**src/rtl/riscv.sv**
```systemverilog
// rtl/riscv.sv - RISC-V architectural widths shared by the branch scheduler slice
package riscv;

  localparam int unsigned XLEN = 64;
  localparam int unsigned VLEN = 64;

endpackage

```
**src/rtl/ariane_pkg.sv**
```systemverilog
// rtl/ariane_pkg.sv - functional-unit, prediction and branch-queue entry types
package ariane_pkg;

  localparam int unsigned TRANS_ID_BITS = 3;

  typedef enum logic [3:0] {
    NONE, LOAD, STORE, ALU, CTRL_FLOW, MULT, CSR
  } fu_t;

  typedef enum logic [3:0] {
    ADD, EQ, NE, LTS, GES, LTU, GEU, JALR
  } fu_op;

  typedef struct packed {
    fu_t                        fu;
    fu_op                       operation;
    logic [riscv::XLEN-1:0]     operand_a;
    logic [riscv::XLEN-1:0]     operand_b;
    logic [riscv::XLEN-1:0]     imm;
    logic [TRANS_ID_BITS-1:0]   trans_id;
  } fu_data_t;

  typedef enum logic [2:0] {
    NoCF, Branch, Jump, JumpR, Return
  } cf_t;

  typedef struct packed {
    cf_t                    cf;
    logic [riscv::VLEN-1:0] predict_address;
  } branchpredict_sbe_t;

  // One queued branch/jump op waiting for its comparison.
  typedef struct packed {
    fu_data_t               fu_data;
    logic [riscv::VLEN-1:0] pc;
    logic                   is_compressed;
    branchpredict_sbe_t     predict;
  } branch_sched_entry_t;

endpackage

```
**src/rtl/fifo_v3.sv**
```systemverilog
// rtl/fifo_v3.sv - circular FIFO with synchronous flush and occupancy count
// Ports:
//   clk_i, rst_ni     clock, asynchronous active-low reset
//   flush_i           empty the FIFO at the next edge (wins over push/pop)
//   push_i, data_i    write an entry (ignored while full)
//   pop_i             drop the head entry (ignored while empty)
//   data_o            head entry (raw storage, not gated when empty)
//   full_o, empty_o   status
//   usage_o           number of stored entries, 0..DEPTH
module fifo_v3 #(
  parameter int unsigned DEPTH = 4,
  parameter type dtype = logic,
  localparam int unsigned ADDR_W = $clog2(DEPTH),
  localparam int unsigned CNT_W  = ADDR_W + 1
) (
  input  logic             clk_i,
  input  logic             rst_ni,
  input  logic             flush_i,
  input  logic             push_i,
  input  dtype             data_i,
  input  logic             pop_i,
  output dtype             data_o,
  output logic             full_o,
  output logic             empty_o,
  output logic [CNT_W-1:0] usage_o
);

  dtype              mem [DEPTH];
  logic [ADDR_W-1:0] rd_ptr;
  logic [ADDR_W-1:0] wr_ptr;
  logic [CNT_W-1:0]  cnt;
  logic              do_push;
  logic              do_pop;

  assign full_o  = (cnt == CNT_W'(DEPTH));
  assign empty_o = (cnt == '0);
  assign usage_o = cnt;
  assign data_o  = mem[rd_ptr];
  assign do_push = push_i & ~full_o;
  assign do_pop  = pop_i & ~empty_o;

  // DEPTH is a power of two, so pointers wrap by natural overflow.
  always_ff @(posedge clk_i or negedge rst_ni) begin
    if (!rst_ni) begin
      rd_ptr <= '0;
      wr_ptr <= '0;
      cnt    <= '0;
    end else if (flush_i) begin
      rd_ptr <= '0;
      wr_ptr <= '0;
      cnt    <= '0;
    end else begin
      if (do_push) wr_ptr <= wr_ptr + ADDR_W'(1);
      if (do_pop)  rd_ptr <= rd_ptr + ADDR_W'(1);
      if (do_push && !do_pop)      cnt <= cnt + CNT_W'(1);
      else if (do_pop && !do_push) cnt <= cnt - CNT_W'(1);
    end
  end

  // Storage needs no reset: nothing reads it until an entry is counted.
  always_ff @(posedge clk_i) begin
    if (do_push) mem[wr_ptr] <= data_i;
  end

endmodule

```
**src/rtl/branch_sched.sv**
```systemverilog
// rtl/branch_sched.sv - branch queue that borrows the shared ALU comparator per op
// Ports:
//   clk_i, rst_ni            clock, asynchronous active-low reset
//   flush_i                  kill all queued and in-flight branches
//   issue_*                  op offered by issue (valid/ready handshake)
//   alu_req_o, alu_gnt_i     comparator request/grant for the head op
//   alu_cmp_valid_i/res_i    comparator result (1 = taken)
//   bu_*_o                   head entry and resolve strobe to the branch unit
//   bu_mispredict_i          branch unit flags the resolving op as mispredicted
//   mispredict_flush_o       younger queued entries are being discarded
//   busy_o                   queue non-empty or an op is in flight
module branch_sched
  import ariane_pkg::*;
#(
  parameter int unsigned DEPTH = 4
) (
  input  logic                   clk_i,
  input  logic                   rst_ni,
  input  logic                   flush_i,
  input  logic                   issue_valid_i,
  output logic                   issue_ready_o,
  input  fu_data_t               issue_fu_data_i,
  input  logic [riscv::VLEN-1:0] issue_pc_i,
  input  logic                   issue_is_compressed_i,
  input  branchpredict_sbe_t     issue_predict_i,
  output logic                   alu_req_o,
  input  logic                   alu_gnt_i,
  input  logic                   alu_cmp_valid_i,
  input  logic                   alu_cmp_res_i,
  output fu_data_t               bu_fu_data_o,
  output logic [riscv::VLEN-1:0] bu_pc_o,
  output logic                   bu_is_compressed_o,
  output branchpredict_sbe_t     bu_predict_o,
  output logic                   bu_branch_valid_o,
  output logic                   bu_cmp_res_o,
  input  logic                   bu_mispredict_i,
  output logic                   mispredict_flush_o,
  output logic                   busy_o
);

  localparam int unsigned CNT_W = $clog2(DEPTH) + 1;

  typedef enum logic [1:0] {IDLE, REQ, WAIT, RESOLVE} state_e;

  state_e              state_q, state_d;
  logic                cmp_res_q, cmp_res_d;
  logic                drop_q, drop_d;
  logic                full, empty;
  logic [CNT_W-1:0]    count;
  logic                push, pop, mis_clear;
  branch_sched_entry_t push_entry, head_entry, head_vis;

  assign push_entry = '{
    fu_data:       issue_fu_data_i,
    pc:            issue_pc_i,
    is_compressed: issue_is_compressed_i,
    predict:       issue_predict_i
  };

  // Held low during reset so every output reads zero while rst_ni is low.
  assign issue_ready_o = rst_ni & ~full & (state_q != RESOLVE);
  assign push          = issue_valid_i & issue_ready_o;
  assign pop           = (state_q == RESOLVE);
  assign mis_clear     = (state_q == RESOLVE) & bu_mispredict_i;

  fifo_v3 #(
    .DEPTH (DEPTH),
    .dtype (branch_sched_entry_t)
  ) i_queue (
    .clk_i   (clk_i),
    .rst_ni  (rst_ni),
    .flush_i (flush_i | mis_clear),
    .push_i  (push),
    .data_i  (push_entry),
    .pop_i   (pop),
    .data_o  (head_entry),
    .full_o  (full),
    .empty_o (empty),
    .usage_o (count)
  );

  assign head_vis           = empty ? '0 : head_entry;
  assign bu_fu_data_o       = head_vis.fu_data;
  assign bu_pc_o            = head_vis.pc;
  assign bu_is_compressed_o = head_vis.is_compressed;
  assign bu_predict_o       = head_vis.predict;
  assign bu_cmp_res_o       = cmp_res_q;
  assign mispredict_flush_o = mis_clear;
  assign busy_o             = (state_q != IDLE) | (count != '0);

  always_comb begin
    state_d           = state_q;
    cmp_res_d         = cmp_res_q;
    drop_d            = drop_q;
    alu_req_o         = 1'b0;
    bu_branch_valid_o = 1'b0;

    case (state_q)
      IDLE:    if (count != '0) state_d = REQ;
      REQ: begin
        alu_req_o = 1'b1;
        // A result still owed to a killed op would be mistaken for ours.
        if (alu_gnt_i && !drop_q) state_d = WAIT;
      end
      WAIT: begin
        if (alu_cmp_valid_i) begin
          cmp_res_d = alu_cmp_res_i;
          state_d   = RESOLVE;
        end
      end
      RESOLVE: begin
        bu_branch_valid_o = 1'b1;
        state_d           = IDLE;
      end
      default: state_d = IDLE;
    endcase

    if (drop_q && alu_cmp_valid_i) drop_d = 1'b0;

    if (flush_i) begin
      state_d   = IDLE;
      cmp_res_d = cmp_res_q;
      // The ALU still owes a result if it granted and has not answered yet.
      if ((state_q == WAIT && !alu_cmp_valid_i) || (state_q == REQ && alu_gnt_i))
        drop_d = 1'b1;
    end
  end

  always_ff @(posedge clk_i or negedge rst_ni) begin
    if (!rst_ni) begin
      state_q   <= IDLE;
      cmp_res_q <= 1'b0;
      drop_q    <= 1'b0;
    end else begin
      state_q   <= state_d;
      cmp_res_q <= cmp_res_d;
      drop_q    <= drop_d;
    end
  end

endmodule

```
**config.mk**
```make
export PLATFORM = sky130hd
export DESIGN_NAME = branch_sched
export DESIGN_NICKNAME = d
export VERILOG_FILES = /design/src/rtl/riscv.sv /design/src/rtl/ariane_pkg.sv /design/src/rtl/fifo_v3.sv /design/src/rtl/branch_sched.sv
export SDC_FILE = /design/constraint.sdc
export NUM_CORES = 1
export LEC_CHECK = 0
export CORE_ASPECT_RATIO = 1.1
export CORE_MARGIN = 10
export CORE_UTILIZATION = 59
export DETAILED_ROUTE_END_ITERATION = 12
export GPL_ROUTABILITY_DRIVEN = 0
export GPL_TIMING_DRIVEN = 0
export PLACE_DENSITY = 0.86
export SLEW_MARGIN = 15
export SYNTH_ARGS = -nofsm -noshare
export SYNTH_HDL_FRONTEND = slang
export SYNTH_SLANG_ARGS = --single-unit
```
**constraint.sdc**
```tcl
create_clock -name clk_i -period 18.4 [get_ports clk_i]
set_clock_uncertainty 0.15 [all_clocks]
set_input_delay 3.68 -clock clk_i [delete_from_list [all_inputs] [get_ports clk_i]]
set_output_delay 3.68 -clock clk_i [all_outputs]
set_load 0.05 [all_outputs]
```
==> results of run 1 <==
-- flip-flops by register name (all words and copies together) (netlist names) --
| signal | count |
|---|---|
| drop_q | 1 |
| state_q | 2 |
| i_queue.mem | 1340 |
| bu_cmp_res_o | 1 |
| i_queue.usage_o | 3 |
| i_queue.rd_ptr | 2 |
| i_queue.wr_ptr | 2 |
-- how the worst max path moves through the flow --
stage | to | slack (ns)
after floorplan | i_queue.mem[0][0] | 5.78
after global placement | i_queue.mem[0][256] | -0.74
after detailed placement | issue_ready_o | 8.72
after CTS | issue_ready_o | 8.69
after global routing | issue_ready_o | 8.56
final | issue_ready_o | 8.69
-- final cells by class --
type / count / area share (%)
clock inverter: 72 / 1.037
antenna: 47 / 0.1818
timing repair buffer: 712 / 11.74
multi-input combinational: 726 / 15.58
tap: 1150 / 2.224
inverter: 8 / 0.04641
clock buffer: 160 / 5.448
buffer: 112 / 1.120
sequential: 1351 / 62.62
-- metal layers --
| metal | vias to the layer above | part of all wire [%] | global-route usage [%] | wire length (µm) |
|---|---|---|---|---|
| met5 | - | 0.11 | 0 | 151 |
| met4 | 24 | 4.5 | 13.68 | 6256 |
| met3 | 337 | 9.3 | 7.675 | 12840 |
| met2 | 1595 | 53 | 46.58 | 72660 |
| met1 | 13890 | 33 | 31.50 | 45590 |
| li1 | 10800 | - | - | - |
-- stage by stage --
stage / worst slack, ns / instances
after floorplan: 5.784 / 2197
after global placement: -0.7413 / 4030
after detailed placement: 8.717 / 4059
after CTS: 8.694 / 4291
after global routing: 8.564 / 4326
final: 8.694 / 4338
-- layout by cell type, fill, tap and decap left out, types with 24 or more instances in the layout --
cell,Yosys,routed
edfxtp_1,1340,1340
clkdlybuf4s50_1,0,683
nor2b_1,336,336
mux4_2,335,335
clkbuf_16,0,137
clkbuf_1,38,60
diode_2,0,47
buf_6,37,37
clkinv_1,0,29
buf_16,0,24
-- cell families (layout without fill, tap and decap cells) --
kind of cell             after synthesis  in the layout  synth area share (%)
AO/OA/AOI/OAI                         11             11                0.1462
XOR/XNOR                               4              4               0.06825
adder cells (fa/ha/maj)               10             10                0.2583
buffers and inverters                120           1064                 1.470
flip-flops                          1351           1351                 78.91
multiplexers                         339            339                 14.78
other                                  0             47                     0
AND/OR/NAND/NOR                      362            362                 4.367
-- power groups by stage --
stage	clock network [W]	registers, W	logic (W)
finish	0.00263	0.00355	0.00188
global route	0.00277	0.00356	0.00193
CTS	0.00266	0.00355	0.00188
detailed placement	0	0.00361	0.00186
global placement	0	0.00368	0.00181
floorplan	0	0.00365	0.00111
==> results by group, run 1 <==
Run status
  • Status: finished, final reports clean

Synth
  • Synth cell count leaders: edfxtp_1 (1340), nor2b_1 (336), mux4_2 (335)
  • Mapped Area: 51340 µm²
  • Most frequent cell after synthesis: edfxtp_1
  • Yosys top cell area share: 78.38%
  • Dominant synthesized flop cell: edfxtp_1
  • Sequential fraction of the synthesis area: 78.91%
  • Mapped Cells: 2197
  • YS warnings: 0
  • Asr flop ratio synth: 0.8142%
  • Register bit total from synthesis: 1351
  • EDFF count, synth: around 1300
  • Post-Syn Nets: 2550
  • Post-synthesis cell type count: 33
  • Mapped Avg Cell Area: 23.37 µm²
  • Synth top area cells: edfxtp_1 (78%), mux4_2 (15%), nor2b_1 (4.1%)
  • Yosys top cell by area: edfxtp_1

Die
  • Die Span X: 301.3 µm
  • Core Region: approximately 86000 µm²
  • Die footprint: 99230 µm²
  • FP Rows: 113
  • Die Height: 329.4 µm
  • Io pins: 684
  • Initial Util: 59.43%

Setup path
  • Worst path bufs/invs: 2
  • CP Class: in -> out
  • Required @ worst endpoint: 14.57 ns
  • Critical Path Start: rst_ni
  • Critical path's largest stage delay: slightly below 0.9 ns
  • CP max FO: 12
  • Crit path top cell by count: clkdlybuf4s50_1
  • Critical path's slowest cell: clkdlybuf4s50_1
  • Worst r2r path cells: 8
  • R2R Setup Slk: ~15 ns
  • Critical-path cell list: clkdlybuf4s50_1 -> nand2b_1 -> nor2_1 -> clkdlybuf4s50_1
  • Critical Path Stages: 4
  • Critical path launch point type: input port
  • Reg2reg start: state_q[0]
  • Crit. End Element: primary output
  • Arr. time, crit path: 5.88 ns
  • CP top delay family: buffers and inverters
  • Reg2reg end: i_queue.mem[0][156]

Global route
  • Gr usage total: approximately 27%
  • First-pass GRT wire length: 196100 µm
  • Vias in the first global route: 28480
  • Antenna violations before repair: 51
  • Largest net degree at the start of global routing: 54
  • Total global routing overflow: 0

Finish
  • Final instance area: ~65000 µm²
  • P&R area growth vs syn: 26.02%
  • Share of layout cells above drive strength 1: 19.45%
  • FILL cells: 4398
  • Register Area: 40510 µm²
  • Area of the multi-input gates: slightly above 10000 µm²
  • # nets final: 3395
  • Finished Core Util: 74.89%

Power and ir drop
  • Clock power share: about a third
  • VDD IR-drop max: 114.8 µV
  • Power share of the sequential group: between 40% and 50%
  • Power Total: just over 0.008 W
  • P_leak: ~20 nW
  • PD cells: 124.6 nW/µm²
  • Comb power frac: between 20% and 30%
  • Cell Int Power: 0.005620 W
  • Switching power total: 0.002441 W
  • Switching power share of the total: 30.28%

Detailed routing
  • Antenna Violating Nets Remaining: 0
  • Final wirelength: 137500 µm
  • DRC viols: 0
  • Vias post-DR: 26640
  • WL/cell: 31.70 µm
  • Number of detailed-route iterations in the first pass: 5
  • Drt via density: roughly 6.1
  • Initial drt markers: roughly 2900

Timing
  • Slew of the pin with the lowest slew margin: 1.010 ns
  • Max-slew violations: 0
  • Setup violators final: 0
  • Unrepaired setup endpoints after global routing: false
  • Final Hold Viols: 0
  • Slew margin rel.: 32.69%
  • Fmax: 103.0 MHz
  • Hold WS: 0.3877 ns
  • Final min period: 9.706 ns
  • Setup TNS: 0 ns
  • Post-route clock period utilization: 52.75%

Worst hold path
  • Hold/Removal Path Class: reg -> reg
  • Worst hold path cell count: 1
  • Min-Delay Endpoint: bu_cmp_res_o
  • Hold path startpoint: bu_cmp_res_o

Flow run
  • Count of max-cap constraint violations: 0

Clocking
  • CTS tree: done
  • Root Buffer Master: clkbuf_16
  • Post-CTS Resized: 0
  • Skew-Pair Late Insertion Delay: 0.72 ns
  • Post-CTS Hold Fix Bufs: 0
  • TritonCTS Sinks: between 1000 and 1500
  • Clock buffer depth: 3
  • H-tree Lvls: 4
  • Clk slew on worst S/H paths: 0.07 ns
  • Post-CTS setup buffer count: 0
  • CTS Buf Count: 131

Placement
  • HPWL Detailed: 86420 µm
  • Placement Cell Area: roughly 60000 µm²
  • Port buffer count: between 600 and 700
Power figures use the tool's default switching activity.
==> run 2, diff against run 1 <==
- CORE_UTILIZATION: 59 -> 55
- PLACE_DENSITY: 0.86 -> 0.81
- clock period: 18.4 -> 9.8 ns (I/O delays scaled with it)
==> results by group, run 2 (synthesis gave the netlist of run 1 again) <==
Detailed routing
  • Max Used Layer: met5
  • M1 wire length: 43550 µm
  • Met2 WL post-DR: 66830 µm
  • Number of detailed-route iterations in the first pass: 7
  • WL/cell: 28.91 µm
  • Drt via density: around 5.8
  • Vias post-DR: 25670
  • Wire length on met3: 12150 µm
  • Initial drt markers: ~2400
  • Antenna Violating Nets Remaining: 0
  • DRC viols: 0
  • Final wirelength: ~130000 µm

Timing
  • Final Hold Viols: 0
  • Slew margin rel.: 25.57%
  • Setup violators final: 0
  • Fmax: 161.6 MHz
  • Max-slew violations: 0
  • Setup TNS: 0 ns
  • Fin worst setup slack: 3.612 ns
  • Unrepaired setup endpoints after global routing: false
  • Final min period: 6.188 ns
  • Post-route clock period utilization: 63.14%
  • Slew of the pin with the lowest slew margin: 1.117 ns

Global route
  • Gr usage total: 23.92%
  • Vias in the first global route: 27360
  • Largest net degree at the start of global routing: 51
  • Total global routing overflow: 0
  • Antenna violations before repair: 51
  • First-pass GRT wire length: between 150000 and 200000 µm

Clocking
  • Post-CTS Hold Fix Bufs: 0
  • Root Buffer Master: clkbuf_16
  • TritonCTS Sinks: 1351
  • CTS tree: done
  • Skew-Pair Late Insertion Delay: slightly above 0.7 ns
  • Clock buffer depth: 3
  • CTS Buf Count: about 130
  • H-tree Lvls: 4
  • Post-CTS setup buffer count: 0
  • Post-CTS Resized: 0
  • Clk slew on worst S/H paths: around 0.060 ns

Flow run
  • Count of max-cap constraint violations: 0

Setup path
  • Arr. time, crit path: 4.08 ns
  • Critical path launch point type: input port
  • Worst r2r path cells: 8
  • Critical path's largest stage delay: 0.89 ns
  • CP max FO: 12
  • CP Class: in -> out
  • Reg2reg end: i_queue.mem[0][119]
  • Required @ worst endpoint: ~7.7 ns
  • Crit. End Element: primary output
  • Critical-path cell list: clkdlybuf4s50_1 -> nand2b_1 -> nor2_1 -> clkdlybuf4s50_1
  • R2R Setup Slk: 6.03 ns
  • Critical path's slowest cell: clkdlybuf4s50_1
  • Reg2reg start: state_q[0]
  • Crit path top cell by count: clkdlybuf4s50_1
  • Worst path bufs/invs: 2
  • CP top delay family: buffers and inverters

Power and ir drop
  • Clock power share: around 32%
  • P_leak: 20.09 nW
  • Comb power frac: 23.4%
  • Switching power total: roughly 0.0045 W
  • Switching power share of the total: 30.06%
  • Cell Int Power: 0.01044 W
  • Power share of the sequential group: 44.6%
  • PD cells: 231.0 nW/µm²
  • VDD IR-drop max: 198.5 µV

Finish
  • Finished Core Util: 69.75%
  • Most common cell after layout, fill and taps aside: edfxtp_1
  • Final instance area: 64640 µm²
  • Most frequent cells in the layout: edfxtp_1 (1340), clkdlybuf4s50_1 (683), nor2b_1 (336)
  • P&R area growth vs syn: 25.90%
  • FILL cells: roughly 5400
  • # nets final: 3398
  • Share of layout cells above drive strength 1: roughly a fifth
  • Reg with most FFs: i_queue.mem
  • Number of flip-flops in the largest register: around 1300

Worst hold path
  • Hold path startpoint: bu_cmp_res_o
  • Worst hold path cell count: 1
  • Min-Delay Endpoint: bu_cmp_res_o
  • Hold/Removal Path Class: reg -> reg

Die
  • Io pins: 684
  • Die Span X: 311.3 µm
  • Die Height: about 340 µm
  • Die footprint: 106000 µm²
  • Core Region: 92670 µm²
  • FP Rows: approximately 120
  • Initial Util: between 50% and 60%

Placement
  • Pre-CTS setup slack: 3.595 ns
  • Port buffer count: 683
  • HPWL Detailed: around 85000 µm
  • Placement Cell Area: around 61000 µm²

Run status
  • Status: finished, final reports clean
==> run 2: layer usage <==
metal  vias up  track usage, %
li1      10800               -
met1     13330           27.62
met2      1210           40.62
met3       277           8.008
met4        44           10.23
met5         -          0.5450
==> run 2: layout make-up <==
class                      count  area [µm²]  share of cell area (%)
multi-input combinational    726       10080                   15.60
inverter                       8       30.03                 0.04646
clock buffer                 169        3506                   5.424
timing repair buffer         713        7602                   11.76
antenna                       32       80.08                  0.1239
clock inverter                61       538.0                  0.8323
sequential                  1351       40510                   62.68
buffer                       112       724.4                   1.121
tap                         1249        1563                   2.418
==> run 2: power by group through the flow <==
stage	clock [W]	combinational [W]	sequential, W
floorplan	0	0.00208	0.00680
global placement	0	0.00341	0.00683
detailed placement	0	0.00348	0.00678
CTS	0.00486	0.00352	0.00666
global route	0.00507	0.00363	0.00668
finish	0.00478	0.00349	0.00666
==> run 2: worst reg2reg max path: cells and delay by family, from the launching register on <==
family                   cells  cell delay (ns)
adder cells (fa/ha/maj)      1             0.32
buffers and inverters        4             1.25
flip-flops                   1             0.41
AND/OR/NAND/NOR              3             1.25
==> run 2: per-stage QoR <==
| stage | std cells | power [W] | hold slack, ns |
|---|---|---|---|
| after global placement | 4129 | 0.01024 | 0.3496 |
| after floorplan | 2197 | 0.008883 | 0.3577 |
| after global routing | 4416 | 0.01538 | 0.4013 |
| final | 4421 | 0.01493 | 0.3889 |
| after CTS | 4389 | 0.01505 | 0.3933 |
| after detailed placement | 4159 | 0.01026 | 0.3547 |
==> run 2: worst max path at each step <==
| stage | start | endpoint | slack (ns) | cells past startpoint |
|---|---|---|---|---|
| floorplan | rst_ni | i_queue.mem[0][0] | 2.65 | 3 |
| global placement | rst_ni | i_queue.mem[0][143] | -1.36 | 4 |
| detailed placement | rst_ni | issue_ready_o | 3.60 | 4 |
| CTS | i_queue.usage_o[1] | bu_fu_data_o[83] | 3.35 | 5 |
| global route | i_queue.usage_o[1] | bu_fu_data_o[83] | 3.29 | 5 |
| finish | rst_ni | issue_ready_o | 3.61 | 4 |
==> run 3, diff against run 2 <==
- CORE_UTILIZATION: 55 -> 50
- PLACE_DENSITY: 0.81 -> 0.77
- clock period: 9.8 -> 4.98 ns (I/O delays scaled with it)
==> results by group, run 3 (synthesis gave the netlist of run 1 again) <==
Setup path
  • Critical-path cell list: buf_2 -> buf_1 -> mux4_2 -> nor2b_1 -> clkdlybuf4s50_1
  • Arr. time, crit path: 3.67 ns
  • Critical path's largest stage delay: about 0.86 ns
  • CP top delay family: buffers and inverters
  • Critical path launch point type: register
  • Critical path's slowest cell: clkdlybuf4s50_1
  • Crit. End Element: primary output
  • CP max FO: 10
  • Required @ worst endpoint: 3.83 ns
  • Worst path bufs/invs: 3
  • CP Class: reg -> out

Finish
  • Share of layout cells above drive strength 1: 20.15%
  • # nets final: between 3000 and 4000
  • FILL cells: about 6600
  • Reg with most FFs: i_queue.mem
  • Most common cell after layout, fill and taps aside: edfxtp_1
  • P&R area growth vs syn: 26.76%
  • Most frequent cells in the layout: edfxtp_1 (1340), clkdlybuf4s50_1 (621), nor2b_1 (336)
  • Final non-filler cell total: between 4000 and 5000
  • Number of flip-flops in the largest register: approximately 1300

Clocking
  • Clk slew on worst S/H paths: about 0.060 ns
  • CTS tree: done
  • H-tree Lvls: 4
  • Clock buffer depth: 3
  • Skew-Pair Late Insertion Delay: 0.75 ns
  • Root Buffer Master: clkbuf_16
  • Post-CTS Hold Fix Bufs: 0
  • CTS Buf Count: 133
  • TritonCTS Sinks: 1351

Power and ir drop
  • PD cells: 454.4 nW/µm²
  • Power Total: about 0.030 W
  • P_leak: 20.85 nW
  • VDD IR-drop max: 483.1 µV

Timing
  • Max-slew violations: 0
  • Setup TNS: 0 ns
  • Slew margin rel.: about half
  • Slew of the pin with the lowest slew margin: 0.7449 ns
  • Setup violators final: 0
  • Final Hold Viols: 0
  • Final min period: 4.815 ns
  • Post-route clock period utilization: between 90% and 100%
  • Unrepaired setup endpoints after global routing: false
  • Fmax: 207.7 MHz

Die
  • Die Height: approximately 360 µm
  • Die Span X: 325.5 µm
  • FP Rows: 123
  • Die footprint: 115900 µm²
  • Initial Util: 50.32%
  • Io pins: 684
  • Core Region: between 100000 and 150000 µm²

Detailed routing
  • DRC viols: 0
  • Number of detailed-route iterations in the first pass: 5
  • Initial drt markers: 2483
  • WL/cell: 27.28 µm
  • Antenna Violating Nets Remaining: 0
  • Drt via density: 5.577
  • Vias post-DR: 25390
  • Final wirelength: 124200 µm

Worst hold path
  • Hold/Removal Path Class: reg -> reg

Global route
  • Vias in the first global route: 27180
  • Total global routing overflow: 0
  • First-pass GRT wire length: 181200 µm
  • Antenna violations before repair: 47
  • Gr usage total: 21.13%
  • Largest net degree at the start of global routing: 51

Flow run
  • Count of max-cap constraint violations: 0

Placement
  • Port buffer count: between 600 and 700
  • Placed insts: approximately 4300
  • HPWL Detailed: around 84000 µm

Run status
  • Status: finished, final reports clean
==> run 3: final cells by class <==
class,count,area (µm²),area share (%)
clock inverter,73,762.0,1.171
antenna,31,77.57,0.1192
buffer,112,738.2,1.134
inverter,8,30.03,0.04614
clock buffer,162,3468,5.330
sequential,1351,40510,62.25
multi-input combinational,726,10090,15.50
timing repair buffer,715,7680,11.80
tap,1375,1720,2.644
==> run 3: repair_timing <==
action                                  in CTS  in global routing
endpoints found under the setup margin     238                 37
setup buffers                                0                  0
gates resized for setup                     39                 36
==> run 3: path summary, 6_finish.rpt <==
check	from	end	slack, ns	cells past startpoint
max	i_queue.rd_ptr[1]	bu_fu_data_o[15]	0.17	5
min	bu_cmp_res_o	bu_cmp_res_o	0.38	1
max reg2reg	state_q[0]	i_queue.mem[3][142]	1.14	8
min reg2reg	bu_cmp_res_o	bu_cmp_res_o	0.38	1
max in group asynchronous	rst_ni	i_queue.rd_ptr[0]	3.75	1
min in group asynchronous	rst_ni	drop_q	0.49	1
==> run 3: through the flow <==
step	hold slack (ns)	setup slack, ns	util [%]	area [µm²]
after floorplan	0.3577	-1.215	-	51340
after global placement	0.3497	-5.305	58.71	59900
after detailed placement	0.3577	-0.006723	59.49	60700
after CTS	0.3770	0.001912	63.62	64910
after global routing	0.3990	0.002850	63.76	65060
final	0.3754	0.1654	63.78	65080
==> run 3: report_power, final <==
group          total (W)  switching (W)  internal [W]  leakage (nW)
Clock            0.00970        0.00421       0.00549          2.04
Sequential        0.0131       0.000115        0.0130          12.3
Combinational    0.00677        0.00460       0.00217          6.50
==> run 3: metal layers <==
layer  global-route usage (%)  up-vias  part of all wire [%]
li1                         -    10800                     -
met1                    25.46    13230                    36
met2                    34.99     1098                    51
met3                    6.884      226                   8.7
met4                    8.838       38                   3.2
met5                        0        -                  0.23
